===== config.mk =====
export PLATFORM = sky130hd
export DESIGN_NAME = squash_game_ctrl
export DESIGN_NICKNAME = d
export VERILOG_FILES = /design/src/rtl/squash_game_ctrl_pkg.sv /design/src/rtl/squash_debounce.sv /design/src/rtl/squash_game_ctrl.sv
export SDC_FILE = /design/constraint.sdc
export NUM_CORES = 1
export LEC_CHECK = 0
export ABC_CLOCK_PERIOD_IN_PS = 3000
export CAP_MARGIN = 15
export CORE_MARGIN = 2
export CORE_UTILIZATION = 55
export DETAILED_ROUTE_END_ITERATION = 8
export PLACE_DENSITY = 0.79
export SLEW_MARGIN = 20
export SYNTH_ARGS = -nofsm -noshare
export SYNTH_HDL_FRONTEND = slang
export SYNTH_SLANG_ARGS = --single-unit
export TNS_END_PERCENT = 30

===== constraint.sdc =====
create_clock -name clk -period 3 [get_ports clk]
set_input_delay 0.6 -clock clk [delete_from_list [all_inputs] [get_ports clk]]
set_output_delay 0.6 -clock clk [all_outputs]
set_load 0.01 [all_outputs]

===== src/rtl/squash_game_ctrl_pkg.sv =====
// Shared definitions for the squash game-flow sequencer: state encodings, widths,
// core pin bundle and the BCD score increment helper.
package squash_game_ctrl_pkg;

    localparam int unsigned STATE_W = 3;
    localparam int unsigned SCORE_W = 8;
    localparam int unsigned LIVES_W = 2;
    localparam int unsigned FRAME_W = 8;
    localparam int unsigned DB_W    = 3;

    localparam logic [SCORE_W-1:0] BCD_MAX = 8'h99;

    typedef enum logic [STATE_W-1:0] {
        ST_ATTRACT = 3'd0,
        ST_SERVE   = 3'd1,
        ST_PLAY    = 3'd2,
        ST_PAUSE   = 3'd3,
        ST_MISS    = 3'd4,
        ST_OVER    = 3'd5
    } state_e;

    typedef struct packed {
        logic new_game_n;
        logic pause_n;
    } core_pins_t;

    // Two-digit BCD increment that sticks at 99
    function automatic logic [SCORE_W-1:0] bcd_inc(input logic [SCORE_W-1:0] v);
        logic [SCORE_W-1:0] r;
        if (v == BCD_MAX) begin
            r = v;
        end else if (v[3:0] == 4'd9) begin
            r = {v[7:4] + 4'd1, 4'd0};
        end else begin
            r = {v[7:4], v[3:0] + 4'd1};
        end
        return r;
    endfunction

endpackage


===== src/rtl/squash_debounce.sv =====
// Frame-sampled key debouncer: a run counter of samples disagreeing with the
// current debounced level flips the level once it has seen DEBOUNCE_FRAMES of them.
// press pulses for one cycle on the released->pressed transition.
module squash_debounce
    import squash_game_ctrl_pkg::*;
#(
    parameter int unsigned DEBOUNCE_FRAMES = 3
) (
    input  logic clk,
    input  logic reset,
    input  logic frame_tick,
    input  logic key_n,
    output logic press
);

    logic [DB_W-1:0] run_cnt;
    logic            pressed;
    logic            key_low;

    assign key_low = ~key_n;

    // Run counter, debounced level and press pulse
    always_ff @(posedge clk) begin
        if (reset) begin
            run_cnt <= '0;
            pressed <= 1'b0;
            press   <= 1'b0;
        end else begin
            press <= 1'b0;
            if (frame_tick) begin
                if (key_low == pressed) begin
                    run_cnt <= '0;
                end else if (run_cnt == DB_W'(DEBOUNCE_FRAMES - 1)) begin
                    run_cnt <= '0;
                    pressed <= key_low;
                    press   <= key_low;
                end else begin
                    run_cnt <= run_cnt + DB_W'(1);
                end
            end
        end
    end

endmodule


===== src/rtl/squash_game_ctrl.sv =====
// Game-flow sequencer for the solo squash playfield core: debounced start/pause keys,
// attract/serve/play/pause/miss/over FSM, BCD score and lives, core control pins.
// Optional high-score register enabled by defining SQUASH_HISCORE_EN.
module squash_game_ctrl
    import squash_game_ctrl_pkg::*;
#(
    parameter int unsigned DEBOUNCE_FRAMES = 3,
    parameter int unsigned LIVES           = 3,
    parameter int unsigned SERVE_FRAMES    = 60,
    parameter int unsigned MISS_FRAMES     = 90
) (
    input  logic               clk,
    input  logic               reset,
    input  logic               frame_tick,
    input  logic               start_key_n,
    input  logic               pause_key_n,
    input  logic               hit,
    input  logic               miss,
    output logic               core_new_game_n,
    output logic               core_pause_n,
    output logic [SCORE_W-1:0] score,
    output logic [LIVES_W-1:0] lives,
    output logic [STATE_W-1:0] state,
    output logic               game_over,
    output logic [SCORE_W-1:0] hiscore
);

    state_e             state_q;
    state_e             state_d;
    logic               start_press;
    logic               pause_press;
    logic               hit_q;
    logic               hit_ev;
    logic [FRAME_W-1:0] frm_cnt;
    logic               score_clr;
    logic               score_inc;
    logic               lives_load;
    logic               lives_dec;
    core_pins_t         pins_c;

    squash_debounce #(.DEBOUNCE_FRAMES(DEBOUNCE_FRAMES)) u_start_db (
        .clk        (clk),
        .reset      (reset),
        .frame_tick (frame_tick),
        .key_n      (start_key_n),
        .press      (start_press)
    );

    squash_debounce #(.DEBOUNCE_FRAMES(DEBOUNCE_FRAMES)) u_pause_db (
        .clk        (clk),
        .reset      (reset),
        .frame_tick (frame_tick),
        .key_n      (pause_key_n),
        .press      (pause_press)
    );

    assign hit_ev = hit & ~hit_q;
    assign state  = state_q;

    // State register and hit edge detector
    always_ff @(posedge clk) begin
        if (reset) begin
            state_q <= ST_ATTRACT;
            hit_q   <= 1'b0;
        end else begin
            state_q <= state_d;
            hit_q   <= hit;
        end
    end

    // Next-state, score/lives strobes and core pin decode
    always_comb begin
        state_d    = state_q;
        score_clr  = 1'b0;
        score_inc  = 1'b0;
        lives_load = 1'b0;
        lives_dec  = 1'b0;
        pins_c     = '{new_game_n: 1'b1, pause_n: 1'b1};
        case (state_q)
            ST_ATTRACT: begin
                if (start_press) begin
                    state_d    = ST_SERVE;
                    score_clr  = 1'b1;
                    lives_load = 1'b1;
                end
            end
            ST_SERVE: begin
                pins_c = '{new_game_n: 1'b0, pause_n: 1'b0};
                if (frm_cnt == FRAME_W'(SERVE_FRAMES)) begin
                    state_d = ST_PLAY;
                end
            end
            ST_PLAY: begin
                // miss beats pause beats hit
                if (miss) begin
                    lives_dec = 1'b1;
                    state_d   = (lives > LIVES_W'(1)) ? ST_MISS : ST_OVER;
                end else if (pause_press) begin
                    state_d = ST_PAUSE;
                end else if (hit_ev) begin
                    score_inc = 1'b1;
                end
            end
            ST_PAUSE: begin
                pins_c.pause_n = 1'b0;
                if (pause_press) begin
                    state_d = ST_PLAY;
                end
            end
            ST_MISS: begin
                pins_c.pause_n = 1'b0;
                if (frm_cnt == FRAME_W'(MISS_FRAMES)) begin
                    state_d = ST_SERVE;
                end
            end
            ST_OVER: begin
                pins_c.pause_n = 1'b0;
                if (start_press) begin
                    state_d    = ST_SERVE;
                    score_clr  = 1'b1;
                    lives_load = 1'b1;
                end
            end
            default: begin
                state_d = ST_ATTRACT;
            end
        endcase
    end

    // Frame counter, restarted on every state change
    always_ff @(posedge clk) begin
        if (reset) begin
            frm_cnt <= '0;
        end else if (state_d != state_q) begin
            frm_cnt <= '0;
        end else if (frame_tick && (frm_cnt != {FRAME_W{1'b1}})) begin
            frm_cnt <= frm_cnt + FRAME_W'(1);
        end
    end

    // Score and lives
    always_ff @(posedge clk) begin
        if (reset) begin
            score <= '0;
            lives <= '0;
        end else begin
            if (score_clr) begin
                score <= '0;
            end else if (score_inc) begin
                score <= bcd_inc(score);
            end
            if (lives_load) begin
                lives <= LIVES_W'(LIVES);
            end else if (lives_dec) begin
                lives <= (lives > LIVES_W'(1)) ? lives - LIVES_W'(1) : '0;
            end
        end
    end

    // Registered outputs: core pins follow the state by one cycle
    always_ff @(posedge clk) begin
        if (reset) begin
            core_new_game_n <= 1'b1;
            core_pause_n    <= 1'b1;
            game_over       <= 1'b0;
        end else begin
            core_new_game_n <= pins_c.new_game_n;
            core_pause_n    <= pins_c.pause_n;
            game_over       <= (state_d == ST_OVER);
        end
    end

`ifdef SQUASH_HISCORE_EN
    // High score captured on entry to OVER; survives new games
    always_ff @(posedge clk) begin
        if (reset) begin
            hiscore <= '0;
        end else if ((state_d == ST_OVER) && (state_q != ST_OVER) && (score > hiscore)) begin
            hiscore <= score;
        end
    end
`else
    assign hiscore = '0;
`endif

endmodule


Yosys cells after proc, flatten, opt, wreduce, memory -nomap -nowiden

Index checks and enable logic that the tools add are counted.

Output and inout port bits: 24
Register bits after elaboration: 35
Logic and storage cells: 87
Input bits: 7

Order comparisons: 1
Bitwise gates (word level): 10
Equal/unequal tests: 16
Add/subtract/negate cells: 6
Multiplexer cells: 26
Reductions and logical operators: 13

Operators with widths:

| kind                                                           | number |
|---|---|
| 2-to-1 mux 3 bit                                               | 10 |
| case mux 3 bit (5 select lines)                                | 1 |
| equality test 3 x 2 -> 1 bit (second input constant)           | 4 |
| OR reduction 4 bit                                             | 3 |
| 2-to-1 mux 1 bit                                               | 11 |
| equality test 3 bit (second input constant)                    | 3 |
| inverter 1 bit                                                 | 9 |
| AND reduction 3 bit                                            | 3 |
| adder 4 x 1 -> 4 bit (second input constant)                   | 2 |
| adder 8 x 1 -> 8 bit (second input constant)                   | 1 |
| equality test 8 x 6 -> 1 bit (second input constant)           | 1 |
| equality test 8 x 7 -> 1 bit (second input constant)           | 1 |
| equality test 8 bit (second input constant)                    | 1 |
| != test 8 bit (second input constant)                          | 1 |
| adder 3 x 1 -> 3 bit (second input constant)                   | 2 |
| 2-to-1 mux 2 bit                                               | 3 |
| OR reduction 2 bit                                             | 3 |
| equality test 4 bit (second input constant)                    | 1 |
| 2-to-1 mux 4 bit                                               | 1 |
| equality test 3 x 1 -> 1 bit (second input constant)           | 1 |
| logical NOT 3 bit                                              | 1 |
| != test 3 bit                                                  | 1 |
| equality test 1 bit                                            | 2 |
| greater-than comparator 2 x 1 -> 1 bit (second input constant) | 1 |
| 5 further kinds                                                | 5 |

Depth between registers and ports, before layout

Gate-level depths: netlist (run 1).

Word-level depth: 7
Mapped depth: 7
Depth with buffers taken out: 7

Modules after synthesis

A second synthesis (run 1) with hierarchy kept.

Cell total of the unflattened synthesis: 206
Area, all modules: 1,940.6 um^2

Modules (own cells, without submodules):

| module           | sequential area each (um^2) | area an instance (um^2) | times used | cells an instance |
|---|---|---|---|---|
| squash_game_ctrl | 500.5                       | 1,457.6                 | 1          | 158 |
| squash_debounce  | 100.1                       | 241.5                   | 2          | 24 |

Least setup slack after synthesis (run 1)

OpenSTA, ideal clock, no wires.

Path type: input-to-reg
Start: input miss
End: register score[5]
Library setup time: 86 ps
Stages on the path: 5
Arrival: 1,649 ps
Path buffers: 0
Slack: 1,265 ps
Required time: 2,914 ps
Path through: nor4b_1 > nand3_1 > nor3_1 > nor2_1 > a211oi_1

Longest elaborated chain between the ends: 3

Ends and longest elaborated chain:

| item                                 | RTL line                | source |
|---|---|---|
| from (decl)                          | squash_game_ctrl.sv:18  | `input logic miss,` |
| 2-to-1 mux 1 bit                     | squash_game_ctrl.sv:95  | `if (miss) begin` |
| 2-to-1 mux 1 bit                     | squash_game_ctrl.sv:79  | `case (state_q)` |
| AND reduction 3 bit (no source line) | -                       |  |
| to (signal assigned)                 | squash_game_ctrl.sv:150 | `score <= bcd_inc(score);` |
| to (decl)                            | squash_game_ctrl.sv:21  | `output logic [SCORE_W-1:0] score,` |

No other way between the ends.
A chain may end at the register's enable or synchronous reset.

Final worst setup path (run 1)

Start: register state_q[0] (netlist: state[0])
End: output state[0]

RTL lines:

| item                   | RTL line               | source |
|---|---|---|
| from (decl)            | squash_game_ctrl.sv:28 | `state_e state_q;` |
| from (signal assigned) | squash_game_ctrl.sv:66 | `state_q <= state_d;` |
| to (decl)              | squash_game_ctrl.sv:23 | `output logic [STATE_W-1:0] state,` |

No word-level cell between the ends.

==> impl_results.md, run 1 <==
- Largest net degree at the start of global routing: 18
- Synthesized flop and latch total: 35
- Row cnt: 21
- Cts bufs inserted: 5
- Synth cell count leaders: dfxtp_1, nor2_1, a21oi_1, nor3_1, nand2_1
- Cell Area, Placed: 0.00207 mm^2
- Design area: 0.00213 mm^2
- Worst path required time: 2.40 ns
- Min Tclk post-route: 2.30 ns
- Data arrival time of the worst path: 1.70 ns
- Post-synth top flop: dfxtp_1
- DRT Wirelength: 3400 um
- Worst relative slew slack: 61.0%
- CTS sink cnt: 35
- Vias in the first global route: 1,410
- Period utilization: 76.5%
- Net Sw Frac: 24.5%
- Final nets: 247
- Area growth from synthesis to layout: 14.5%
- Cells after DPL: 274
- Max-slew violation count: 0
- Vert. Die Dim: 62.1 um
- Synth area leader: dfxtp_1
- Total Routing Usage GR: 19.5%
- Final core occ: 64.8%
- Worst slew pin tran: 0.584 ns
- Buffers on Ports: 22
- Worst hold start: u_start_db.pressed$_SDFFE_PP0P_
- Syn avg cell area: 8.72 um^2
- R2R Setup Slk: 1.03 ns
- H-tree depth: 2
- Slowest stage cell, crit path: dfxtp_1
- Power Dens Cells: 377 mW/mm^2
- Vias: 1,514
- Crit-path max FO: 15
- Final Instance Count excl. Fillers: 281
- Synth top area share: 37.7%
- Crit path cell chain: clkdlybuf4s50_1
- I/O Pins: 31
- Synth cell types: 46
- CP Launch Point: state[0]$_SDFF_PP0_
- Final ANT Viol Nets: 0
- Drt pass-1 iters: 4
- Clk buf depth: 2
- Crit-path max cell delay: 0.70 ns
- Die X: 62.1 um
- Number of gates resized after cts: 0
- Worst Path Buf+Inv: 1
- Status: finished clean
- Post-synthesis cell count: 213
- Final setup violation count: 0
- Worst setup EP type: output pin
- Asr flop ratio synth: 0%
- Post-CTS Hold Fix Bufs: 0
- Total power: 802 uW
- Netlist Area Pre-Place: 0.00186 mm^2
- Critical path type: flip-flop to output pin
- Die Area: 0.00386 mm^2
- DR WL/cell: 12.1 um
- RSZ-0062 raised after global routing: no
- Max Clock Skew: 0.00761 ns
- Sequential fraction of the synthesis area: 37.7%
- Post-CTS Setup Bufs: 0
- Max-cap violations: 0
- Initial antenna violation count: 0
- TNS Setup: 0 ns
- Worst path top cell family by delay: flip-flops
- Routability Congestion: 0.795
- Post-synth EDFFs: 0
- CTS Root Cell: clkbuf_4
- Final HPWL DP: 2390 um
- Static leakage: 0.000718 uW
- Worst r2r src: state[0]$_SDFF_PP0_
- Global-route wire length before repair: 6150 um
- Clock Power Share: 32.6%
- Min-delay worst type: flip-flop to flip-flop
- Hold Fails Final Rpt: 0
- Seq pwr share: 59.7%
- Most common cell in the netlist: dfxtp_1
- Combinational share of power: 7.6%
- Iteration-0 DRC count of the detailed router: 121
- Worst-Skew Late Latency: 0.34 ns
- Congestion Overflow GR: 0
- Internal: 606 uW
- NetSw: 196 uW
- Synth top area cells: dfxtp_1, buf_4, a21oi_1, xnor2_1, nor3_1
- Number of inserted diodes: 0
- CP startpoint kind: flip-flop
- CTS tree: done
- Clk slew on worst S/H paths: 0.10 ns
- Starting Density: 56.6%
- Ratio of cells with drive above 1 in the final layout: 8.94%
- Peak VDD IR: 0.221 mV
- Total number of yosys warnings: 0
- Placeable Area: 0.00328 mm^2
- DRC viols: 0
- Vias/cell: 5.39
- Fmax: 436 MHz
## sequential cells by signal, summed over array words and instances, names as in the netlist
name	flops
frm_cnt	8
score	8
state	3
u_pause_db.run_cnt	3
u_start_db.run_cnt	3
lives	2
core_new_game_n	1
core_pause_n	1
game_over	1
hit_q	1
u_pause_db.press	1
u_pause_db.pressed	1
u_start_db.press	1
u_start_db.pressed	1
## layer usage
layer  vias to the layer above  GRT usage [%]  wire [um]
met1                       675           25.2       1690
met3                         5           5.07        197
met2                        46           30.8       1450
met5                         -              0          0
li1                        788              -          -
met4                         0           8.33         51
## final cells by class
class / count / area, um^2
clock buffers: 6 / 51.3
clock inverters: 1 / 5.00
fillers: 285 / 1160
inverters: 11 / 41.3
multi-input cells: 158 / 1040
flip-flops and latches: 35 / 701
well taps: 46 / 57.6
repair buffers: 24 / 235
## power groups by stage
stage | Sequential (uW) | Clock [uW] | Combinational (uW)
floorplan | 488 | 0 | 50.0
global placement | 489 | 0 | 60.4
detailed placement | 490 | 0 | 60.6
CTS | 479 | 269 | 61.3
global route | 480 | 290 | 68.4
finish | 479 | 262 | 61.1
## layout by cell type, fill, tap and decap left out, types with 6 or more instances in the layout
cell type and instances:
nand2b_1 6, nand3_1 11, inv_1 11, nor3_1 13
dfxtp_1 35, a21oi_1 14, conb_1 8, o21ai_0 10
clkdlybuf4s50_1 22, xnor2_1 8, nor2_1 15, nand2_1 12
## kinds of logic after synthesis
kind of cell,synth area share (%)
fa+ha+maj,3.37
simple gates,27.1
buf+inv,7.95
flops,37.7
compound gates,16.4
xor+xnor,6.20
mux,1.08
other cells,0.202
## path summary, 6_finish.rpt
check,end,cells past startpoint
max,state[0],1
max reg2reg,frm_cnt[6]$_SDFFE_PP0P_,5
min reg2reg,u_start_db.press$_SDFF_PP0_,1
min,u_start_db.press$_SDFF_PP0_,1
## through the flow
stage                     hold slack, ns  setup slack, ns
after global placement             0.458            0.634
final                              0.485            0.705
after CTS                          0.482            0.706
after global routing               0.501            0.621
after detailed placement           0.463            0.612
after floorplan                    0.441             1.27
Power figures use the tool's default switching activity.
==> inputs of run 2 (changes only) <==
Settings changed: ABC_CLOCK_PERIOD_IN_PS 3000 to 1900, CORE_UTILIZATION 55 to 47, PLACE_DENSITY 0.79 to 0.72.
Clock period 3 ns to 1.9 ns, I/O delays scaled along.
==> run 2 against run 1 <==
  * Worst hold slack gained 0.0012 ns
  * Critical endpoint is now frm_cnt[0]$_SDFFE_PP0P_
  * Critical path type is now flip-flop to flip-flop
  * Sequential share of layout area shrank 2.9 points
  * Routed wire length grew 6.9%
  * Power grew 110%
  * Largest cell class unchanged
  * Largest power group is now clock
  * Via count grew 3.4%
  * Core utilization shrank 2.0 points
==> impl_results.md, run 2 (synthesis results as in run 1) <==
- Status: finished clean
- Largest net degree at the start of global routing: 15 (-3)
- CTS tree: done
- Critical path type: flip-flop to flip-flop
- Total power: 1670 uW (+110%)
- Iteration-0 DRC count of the detailed router: 80 (-34%)
- Fillers: 328 (+15%)
- Area growth from synthesis to layout: 26.4%
- Die X: 66.9 um (+7.7%)
- Final core occ: 62.7% (-2.0 points)
- Hold Fails Final Rpt: 0 (unchanged)
- Congestion Overflow GR: 0 (unchanged)
- Area of the multi-input gates: 0.00105 mm^2 (+1.1%)
- CP startpoint kind: flip-flop
- Total Routing Usage GR: 19.1% (-0.34 points)
- Ratio of cells with drive above 1 in the final layout: 17.1% (+8.1 points)
- RSZ-0062 raised after global routing: yes
- Final HPWL DP: 2690 um (+13%)
- Vias: 1,565 (+3.4%)
- Placeable Area: 0.00374 mm^2 (+14%)
- Worst setup EP type: flip-flop
- Global-route wire length before repair: 6350 um (+3.3%)
- Peak VDD IR: 0.671 mV (+200%)
- Clk slew on worst S/H paths: 0.07 ns (-0.03 ns)
- PnR worst setup slack: 0.0597 ns (-0.645 ns)
- Final ANT Viol Nets: 0 (unchanged)
- Crit-path max FO: 8 (-7)
- WHS: 0.486 ns (+0.00124 ns)
- Crit path cell chain: inv_1 -> ha_1 -> nor3b_1 -> a311oi_2 -> o221a_4 -> xnor2_4 -> nor3_1
- Vias in the first global route: 1,409 (-0.071%)
- Final setup violation count: 0 (unchanged)
- Cts bufs inserted: 5 (unchanged)
- Initial antenna violation count: 0 (unchanged)
- Die Area: 0.00447 mm^2 (+16%)
- Starting Density: 49.6% (-6.9 points)
- Drt pass-1 iters: 4 (unchanged)
- CTS sink cnt: 35 (unchanged)
- Routability Congestion: 0.818 (+2.9%)
- Period utilization: 96.9%
- Worst path required time: 2.10 ns (-0.30 ns)
- Hold path cells: 2 (+1)
- Worst-Skew Late Latency: 0.29 ns (-0.05 ns)
- Number of inserted diodes: 0 (unchanged)
- Power Dens Cells: 712 mW/mm^2 (+89%)
- Max-cap violations: 0 (unchanged)
- Reg area: 704 um^2 (+0.54%)
- I/O Pins: 31 (unchanged)
- Final nets: 263 (+6.5%)
- Max Clock Skew: 0.00569 ns (-0.00192 ns)
- Vert. Die Dim: 66.9 um (+7.7%)
- Row cnt: 22 (+4.8%)
- Fmax: 543 MHz
- Pre-CTS setup slack: -0.191 ns (-0.803 ns)
- DR WL/cell: 12.1 um (+0.15%)
- DRC viols: 0 (unchanged)
- H-tree depth: 2 (unchanged)
- Data arrival time of the worst path: 2.04 ns (+0.34 ns)
- Slowest stage cell, crit path: a311oi_2
- Crit-path max cell delay: 0.36 ns (-0.34 ns)
- Commonest cells after routing, fill and taps aside: dfxtp_1, clkdlybuf4s50_1, buf_4, nor2_1, a21oi_1
- Largest regs: frm_cnt x8, score x8
- Max-slew violation count: 0 (unchanged)
- Post-CTS Hold Fix Bufs: 0 (unchanged)
- Min Tclk post-route: 1.84 ns
- DRT Wirelength: 3630 um (+6.9%)
- Most common cell after layout, fill and taps aside: dfxtp_1
- Clk buf depth: 2 (unchanged)
- Static leakage: 0.000831 uW (+16%)
- Buffers on Ports: 22 (unchanged)
- R2R depth: 7 (+2)
- Min-delay worst type: flip-flop to flip-flop
- CTS Root Cell: clkbuf_8
- Vias/cell: 5.22 (-3.2%)
-- run 2: worst paths after layout --
check	from	endpoint	slack (ns)
max	frm_cnt[0]$_SDFFE_PP0P_	frm_cnt[0]$_SDFFE_PP0P_	0.06
min	score[3]$_SDFFE_PP0P_	score[3]$_SDFFE_PP0P_	0.49
max reg2reg	frm_cnt[0]$_SDFFE_PP0P_	frm_cnt[0]$_SDFFE_PP0P_	0.06
min reg2reg	score[3]$_SDFFE_PP0P_	score[3]$_SDFFE_PP0P_	0.49
-- run 2: critical path: cells and delay by family (launching register included) --
| family | cells | cell delay (ns) |
|---|---|---|
| xor+xnor | 1 | 0.13 |
| compound gates | 2 | 0.65 |
| simple gates | 2 | 0.38 |
| fa+ha+maj | 1 | 0.19 |
| buf+inv | 1 | 0.06 |
| flops | 1 | 0.35 |
-- run 2: final cells by class --
cell class | count | area share, %
Inverter | 11 | 1.76
Multi-Input combinational cell | 158 | 44.6
Tap cell | 48 | 2.56
Timing Repair Buffer | 40 | 15.3
Sequential cell | 35 | 30.0
Clock buffer | 5 | 2.93
Clock inverter | 3 | 2.88
-- run 2: per-layer routing --
metal | vias to the layer above | global-route usage, % | wire, um
met5 | - | 0 | 0
li1 | 818 | - | -
met3 | 5 | 7.43 | 239
met2 | 44 | 28.1 | 1570
met4 | 0 | 6.12 | 44
met1 | 698 | 25.7 | 1780
-- run 2: report_power, final --
group / switching, uW / internal (uW)
sequential: 10.6 / 745
clock: 278 / 523
combinational: 61.8 / 53.9
total: 351 / 1320
-- run 2: metrics by stage --
step	setup TNS [ns]	instance area, um^2	std cells
6_report	0	2350	300
5_1_grt	-0.0366	2350	300
4_1_cts	0	2320	299
3_5_place_dp	-1.83	2190	291
3_3_place_gp	-1.64	2190	291
2_1_floorplan	0	1880	220
-- run 2: repair_timing --
| item | in CTS | in global routing |
|---|---|---|
| buffers inserted | 0 | 1 |
| pin swaps | 1 | 7 |
| endpoints found under the setup margin | 2 | 6 |
| gates cloned | 0 | 0 |
| resized for setup | 1 | 5 |
